### config.mk
export PLATFORM = sky130hd
export DESIGN_NAME = regfile_sb_flat
export DESIGN_NICKNAME = d
export VERILOG_FILES = /design/src/rtl/regfile_sb_if.sv /design/src/rtl/regfile_sb.sv /design/src/flat_wrapper.sv
export SDC_FILE = /design/constraint.sdc
export NUM_CORES = 2
export LEC_CHECK = 0
export ABC_AREA = 1
export BUFFER_PORTS_ARGS = -buffer_cell sky130_fd_sc_hd__buf_2
export CAP_MARGIN = 25
export CORE_MARGIN = 2
export CORE_UTILIZATION = 37
export DETAILED_ROUTE_END_ITERATION = 16
export PLACE_DENSITY = 0.6
export SLEW_MARGIN = 25
export SYNTH_ARGS = -nofsm -noshare
export SYNTH_HDL_FRONTEND = slang
export SYNTH_SLANG_ARGS = --single-unit
### constraint.sdc
create_clock -name clk -period 2.1 [get_ports clk]
set_clock_uncertainty 0.15 [all_clocks]
set_input_delay 0.42 -clock clk [delete_from_list [all_inputs] [get_ports clk]]
set_output_delay 0.42 -clock clk [all_outputs]
set_load 0.1 [all_outputs]
### src/rtl/regfile_sb_if.sv
`default_nettype none
// ============================================================================
// Module   : regfile_sb_if
// Brief    : Read / write / reservation bus of the scoreboarded register file.
// Revision : 1.0
// ============================================================================
interface regfile_sb_if #(
    parameter int DATA_W = 32,
    parameter int ADDR_W = 5
);
    logic              rd_en;
    logic [ADDR_W-1:0] ra1;
    logic [ADDR_W-1:0] ra2;
    logic [DATA_W-1:0] rd1;
    logic [DATA_W-1:0] rd2;
    logic              rd_busy1;
    logic              rd_busy2;
    logic              we;
    logic [ADDR_W-1:0] wa;
    logic [DATA_W-1:0] wd;
    logic              rsv_en;
    logic [ADDR_W-1:0] rsv_addr;
    logic              rsv_ok;

    modport master (
        output rd_en, ra1, ra2, we, wa, wd, rsv_en, rsv_addr,
        input  rd1, rd2, rd_busy1, rd_busy2, rsv_ok
    );

    modport slave (
        input  rd_en, ra1, ra2, we, wa, wd, rsv_en, rsv_addr,
        output rd1, rd2, rd_busy1, rd_busy2, rsv_ok
    );
endinterface
`default_nettype wire

### src/rtl/regfile_sb.sv
`default_nettype none
// ============================================================================
// Module   : regfile_sb
// Brief    : Register file with registered reads, write bypass and pending bits.
// Revision : 1.0
// ============================================================================
module regfile_sb #(
    parameter int DATA_W  = 32,
    parameter int ADDR_W  = 5,
    parameter int ZERO_R0 = 1
) (
    input  logic         clk,
    input  logic         rst_n,
    regfile_sb_if.slave  bus
);
    localparam int DEPTH    = 1 << ADDR_W;
    localparam bit c_ZERO_R0 = (ZERO_R0 != 0);

    logic [DATA_W-1:0] r_regs [DEPTH];
    logic [DEPTH-1:0]  r_pend;
    logic [DATA_W-1:0] r_rd1;
    logic [DATA_W-1:0] r_rd2;
    logic              r_busy1;
    logic              r_busy2;

    logic              w_wr_ok;
    logic              w_rsv_ok;
    logic [DEPTH-1:0]  w_pend_nxt;
    logic [DATA_W-1:0] w_rd1_nxt;
    logic [DATA_W-1:0] w_rd2_nxt;

    assign w_wr_ok  = bus.we && !(c_ZERO_R0 && (bus.wa == '0));
    // A same-cycle write to the target frees it, so no one-cycle bubble appears.
    assign w_rsv_ok = bus.rsv_en && !(c_ZERO_R0 && (bus.rsv_addr == '0)) &&
                      (!r_pend[bus.rsv_addr] || (bus.we && (bus.wa == bus.rsv_addr)));

    always_comb begin
        w_pend_nxt = r_pend;
        if (w_wr_ok)
            w_pend_nxt[bus.wa] = 1'b0;
        if (w_rsv_ok)
            w_pend_nxt[bus.rsv_addr] = 1'b1;
    end

    always_comb begin
        w_rd1_nxt = r_regs[bus.ra1];
        if (w_wr_ok && (bus.wa == bus.ra1))
            w_rd1_nxt = bus.wd;
        else if (c_ZERO_R0 && (bus.ra1 == '0))
            w_rd1_nxt = '0;

        w_rd2_nxt = r_regs[bus.ra2];
        if (w_wr_ok && (bus.wa == bus.ra2))
            w_rd2_nxt = bus.wd;
        else if (c_ZERO_R0 && (bus.ra2 == '0))
            w_rd2_nxt = '0;
    end

    always_ff @(posedge clk or negedge rst_n) begin
        if (!rst_n) begin
            for (int i = 0; i < DEPTH; i++)
                r_regs[i] <= '0;
            r_pend  <= '0;
            r_rd1   <= '0;
            r_rd2   <= '0;
            r_busy1 <= 1'b0;
            r_busy2 <= 1'b0;
        end else begin
            if (w_wr_ok)
                r_regs[bus.wa] <= bus.wd;
            r_pend <= w_pend_nxt;
            if (bus.rd_en) begin
                r_rd1   <= w_rd1_nxt;
                r_rd2   <= w_rd2_nxt;
                r_busy1 <= w_pend_nxt[bus.ra1];
                r_busy2 <= w_pend_nxt[bus.ra2];
            end
        end
    end

    assign bus.rd1      = r_rd1;
    assign bus.rd2      = r_rd2;
    assign bus.rd_busy1 = r_busy1;
    assign bus.rd_busy2 = r_busy2;
    assign bus.rsv_ok   = w_rsv_ok;
endmodule
`default_nettype wire

### src/flat_wrapper.sv
// flat-port wrapper written by rule: the top's interface ports become plain ports
module regfile_sb_flat 
#(
    parameter int DATA_W  = 32,
    parameter int ADDR_W  = 5,
    parameter int ZERO_R0 = 1
)
  (clk, rst_n, bus_rd_en, bus_ra1, bus_ra2, bus_we, bus_wa, bus_wd, bus_rsv_en, bus_rsv_addr, bus_rd1, bus_rd2, bus_rd_busy1, bus_rd_busy2, bus_rsv_ok);
  regfile_sb_if #(.DATA_W(DATA_W), .ADDR_W(ADDR_W)) bus_i ();
  input  logic clk;
  input  logic rst_n;
  input wire logic [$bits(bus_i.rd_en)-1:0] bus_rd_en;
  input wire logic [$bits(bus_i.ra1)-1:0] bus_ra1;
  input wire logic [$bits(bus_i.ra2)-1:0] bus_ra2;
  input wire logic [$bits(bus_i.we)-1:0] bus_we;
  input wire logic [$bits(bus_i.wa)-1:0] bus_wa;
  input wire logic [$bits(bus_i.wd)-1:0] bus_wd;
  input wire logic [$bits(bus_i.rsv_en)-1:0] bus_rsv_en;
  input wire logic [$bits(bus_i.rsv_addr)-1:0] bus_rsv_addr;
  output wire logic [$bits(bus_i.rd1)-1:0] bus_rd1;
  output wire logic [$bits(bus_i.rd2)-1:0] bus_rd2;
  output wire logic [$bits(bus_i.rd_busy1)-1:0] bus_rd_busy1;
  output wire logic [$bits(bus_i.rd_busy2)-1:0] bus_rd_busy2;
  output wire logic [$bits(bus_i.rsv_ok)-1:0] bus_rsv_ok;
  assign bus_i.rd_en = bus_rd_en;
  assign bus_i.ra1 = bus_ra1;
  assign bus_i.ra2 = bus_ra2;
  assign bus_i.we = bus_we;
  assign bus_i.wa = bus_wa;
  assign bus_i.wd = bus_wd;
  assign bus_i.rsv_en = bus_rsv_en;
  assign bus_i.rsv_addr = bus_rsv_addr;
  assign bus_rd1 = bus_i.rd1;
  assign bus_rd2 = bus_i.rd2;
  assign bus_rd_busy1 = bus_i.rd_busy1;
  assign bus_rd_busy2 = bus_i.rd_busy2;
  assign bus_rsv_ok = bus_i.rsv_ok;
  regfile_sb #(.DATA_W(DATA_W), .ADDR_W(ADDR_W), .ZERO_R0(ZERO_R0)) u_core (.clk(clk), .rst_n(rst_n), .bus(bus_i));
endmodule
==> qor.yml <==
clock_network:
  ctsLongestPathBuffers: 3
  htreeDepth: 4
  clock_latency_ns: 0.81
  numCtsBuffers: 133
  clkSinkCount: 1122
  clk_pin_slew_worst_paths_ns: 0.06
  cts-root-buf: "clkbuf_16"
  cts_tree: "done"
power:
  leakagePower_nw: 32.9
  ir_worst_vdd_uv: 767
  powerDensity_nw_per_um2: 920
layout:
  area.sequential_um2: 28100
  design_area_um2: 73700
  final_util_pct: 46.6
  drive_gt1_share_pct: 14.9
  num-fill-cells: 15200
  multi_input_area_um2: 26500
  final_cell_mix: "nand2_1, o21ai_0, dfrtp_1, buf_4, a21oi_1"
  area_growth_pct: 25.5
  final_common_cell: "nand2_1"
  fin_nets: 8072
routing:
  drt-vias-per-instance: 6.03
  drc: 0
  postRouteAntennaNets: 0
  first_pass_iters: 7
  wirelength_mm: 267
  dr_total_vias: 61400
  wl_per_cell_um: 26.2
  drt_iter0_markers: 9344
sta:
  setup_violations: 8
  fin_setup_tns_ns: -1.57
  finalCritPeriodShare_pct: 140
  slew_headroom_pct: 59.6
  max_freq_mhz: 341
  grt_setup_unrepaired: "true"
  setup_ws_ns: -0.833
  hold-worst-slack_ns: 0.0541
  tightest_slew_ns: 0.606
  hold_viol: 0
  slew_violations: 0
  min_period_ns: 2.93
place:
  io_buffers: 123
  gp_congestion: 0.959
  postPlaceCellArea_um2: 68100
  dp_hpwl_mm: 175
logic_synthesis:
  yosys_most_used_dff: "dfrtp_1"
  yosysSeqAreaShare_pct: 47.8
  avgSynthCellArea_um2: 7.62
  synth_edf_count: 0
  synthCells: 7698
  netlist_area_um2: 58700
  ys_warn_count: 0
  synth_seq_cells: 1122
  async_reset_ff_share_pct: 100
  syn-num-nets: 7755
  netlist-cell-type-count: 39
global_routing:
  grt_pass1_wl_mm: 393
  grt-ovfl-total: 0
  grt_pass1_vias: 57900
  track_usage_pct: 32.3
  grt_max_degree: 93
  antenna_found_initial: 1
worst_setup_path:
  start_kind: "register"
  crit_type: "reg2out"
  worst-path-max-fanout: 5
  reg2regPathDepth: 22
  cp.required_ns: 1.53
  endpoint_kind: "output port"
  cp_data_arrival_time_ns: 2.36
floorplan:
  die_y_um: 402
  rows: 146
  core_um2: 158000
  dieArea_um2: 162000
  io_pins: 124
  die_w_um: 402
  initial_core_util_pct: 37.1
worst_hold_path:
  hp-class: "in2reg"
  hold_depth: 6
job:
  drv_cap: 0
status:
  status: "complete, but fails checks"
  failed_checks: "negative setup slack"
[flip-flops by register name, summed over array words and instances (netlist names)]
signal	flops
u_core.r_regs	1024
u_core.bus.rd1	32
u_core.bus.rd2	32
u_core.r_pend	32
u_core.bus.rd_busy1	1
u_core.bus.rd_busy2	1
[kinds of logic after synthesis]
kind of cell	synth area share (%)
AO/OA/AOI/OAI	26.4
flip-flops	47.8
XOR/XNOR	0.164
buffers and inverters	7.61
AND/OR/NAND/NOR	17.9
[final timing paths]
kind                               startpoint  slack, ns             endpoint
setup / recovery            u_core.r_pend[22]      -0.83           bus_rsv_ok
hold / removal                     bus_ra2[3]       0.05  u_core.bus.rd_busy2
setup reg to reg            u_core.r_pend[22]      -0.32  u_core.bus.rd_busy1
hold reg to reg            u_core.r_regs[993]       0.26   u_core.r_regs[993]
max in group asynchronous               rst_n       0.86   u_core.bus.rd1[21]
min in group asynchronous               rst_n       0.16   u_core.r_regs[269]
[synthesized netlist by cell type, types with 7 or more instances]
cell type	n	area share, %
o211ai_1	79	1.0
o2111ai_1	89	1.3
o21a_1	7	0.090
nand2_1	1762	11
nor2_1	431	2.8
a21oi_1	568	4.8
o221ai_1	68	1.0
dfrtp_1	1122	48
buf_1	54	0.35
clkbuf_1	664	4.2
a31oi_1	69	0.74
nor3_1	15	0.13
nand3_1	393	3.4
xnor2_1	7	0.10
o311ai_0	19	0.28
nand4_1	32	0.34
o21ai_0	1595	14
buf_2	36	0.31
a22oi_1	127	1.6
inv_1	406	2.6
a221oi_1	103	1.5
[metal layers]
layer	part of all wire (%)	track usage [%]	routed length (um)	up-vias
met2	42	47.5	113000	4113
met3	12	7.20	31300	866
li1	-	-	-	27000
met1	40	44.0	106000	29500
met5	0	0	0	-
met4	6.2	18.2	16600	0
[final cells by class]
class / count / area share [%]
clock inverters: 42 / 0.720
inverters: 415 / 2.17
well taps: 2072 / 3.52
repair buffers: 940 / 14.1
diodes: 2 / 0.00679
multi-input cells: 5403 / 36.0
flip-flops and latches: 1122 / 38.2
clock buffers: 194 / 5.31
[power by group]
part	total (mW)	switching [mW]	internal, mW
logic	14.8	9.23	5.61
clock network	24.0	9.81	14.2
registers	28.9	3.24	25.7
total	67.8	22.3	45.5
[critical path, stage by stage, from the launching register on]
cell and delay, ns:
dfrtp_1 0.42, nand2_1 0.09, nand2_1 0.05, nand2_1 0.05, nand2_1 0.05, nand2_1 0.05, nand2_1 0.05, nor2_1 0.10
nand2_1 0.10, nand2_4 0.09, buf_12 0.12, nand2_8 0.05, buf_12 0.13, clkinvlp_4 0.06, buf_12 0.16
[stage by stage]
step / worst slack, ns / std cells / total power [mW]
after global placement: -0.489 / 9902 / 42.8
after detailed placement: -0.440 / 9902 / 43.1
after floorplan: -0.0412 / 7698 / 36.8
after CTS: -0.854 / 10200 / 67.5
final: -0.833 / 10200 / 67.8
after global routing: -0.954 / 10200 / 70.7
[timing repair]
item | CTS | global route
cloned | 0 | 1
hold buffers | 36 | 0
setup endpoints to repair | 69 | 14
resized for setup | 205 | 8
setup buffers | 10 | 3
pin swaps | 9 | 10
endpoints found under the hold margin | 1340 | 0
Note: power is estimated with default switching activity, not from simulation.
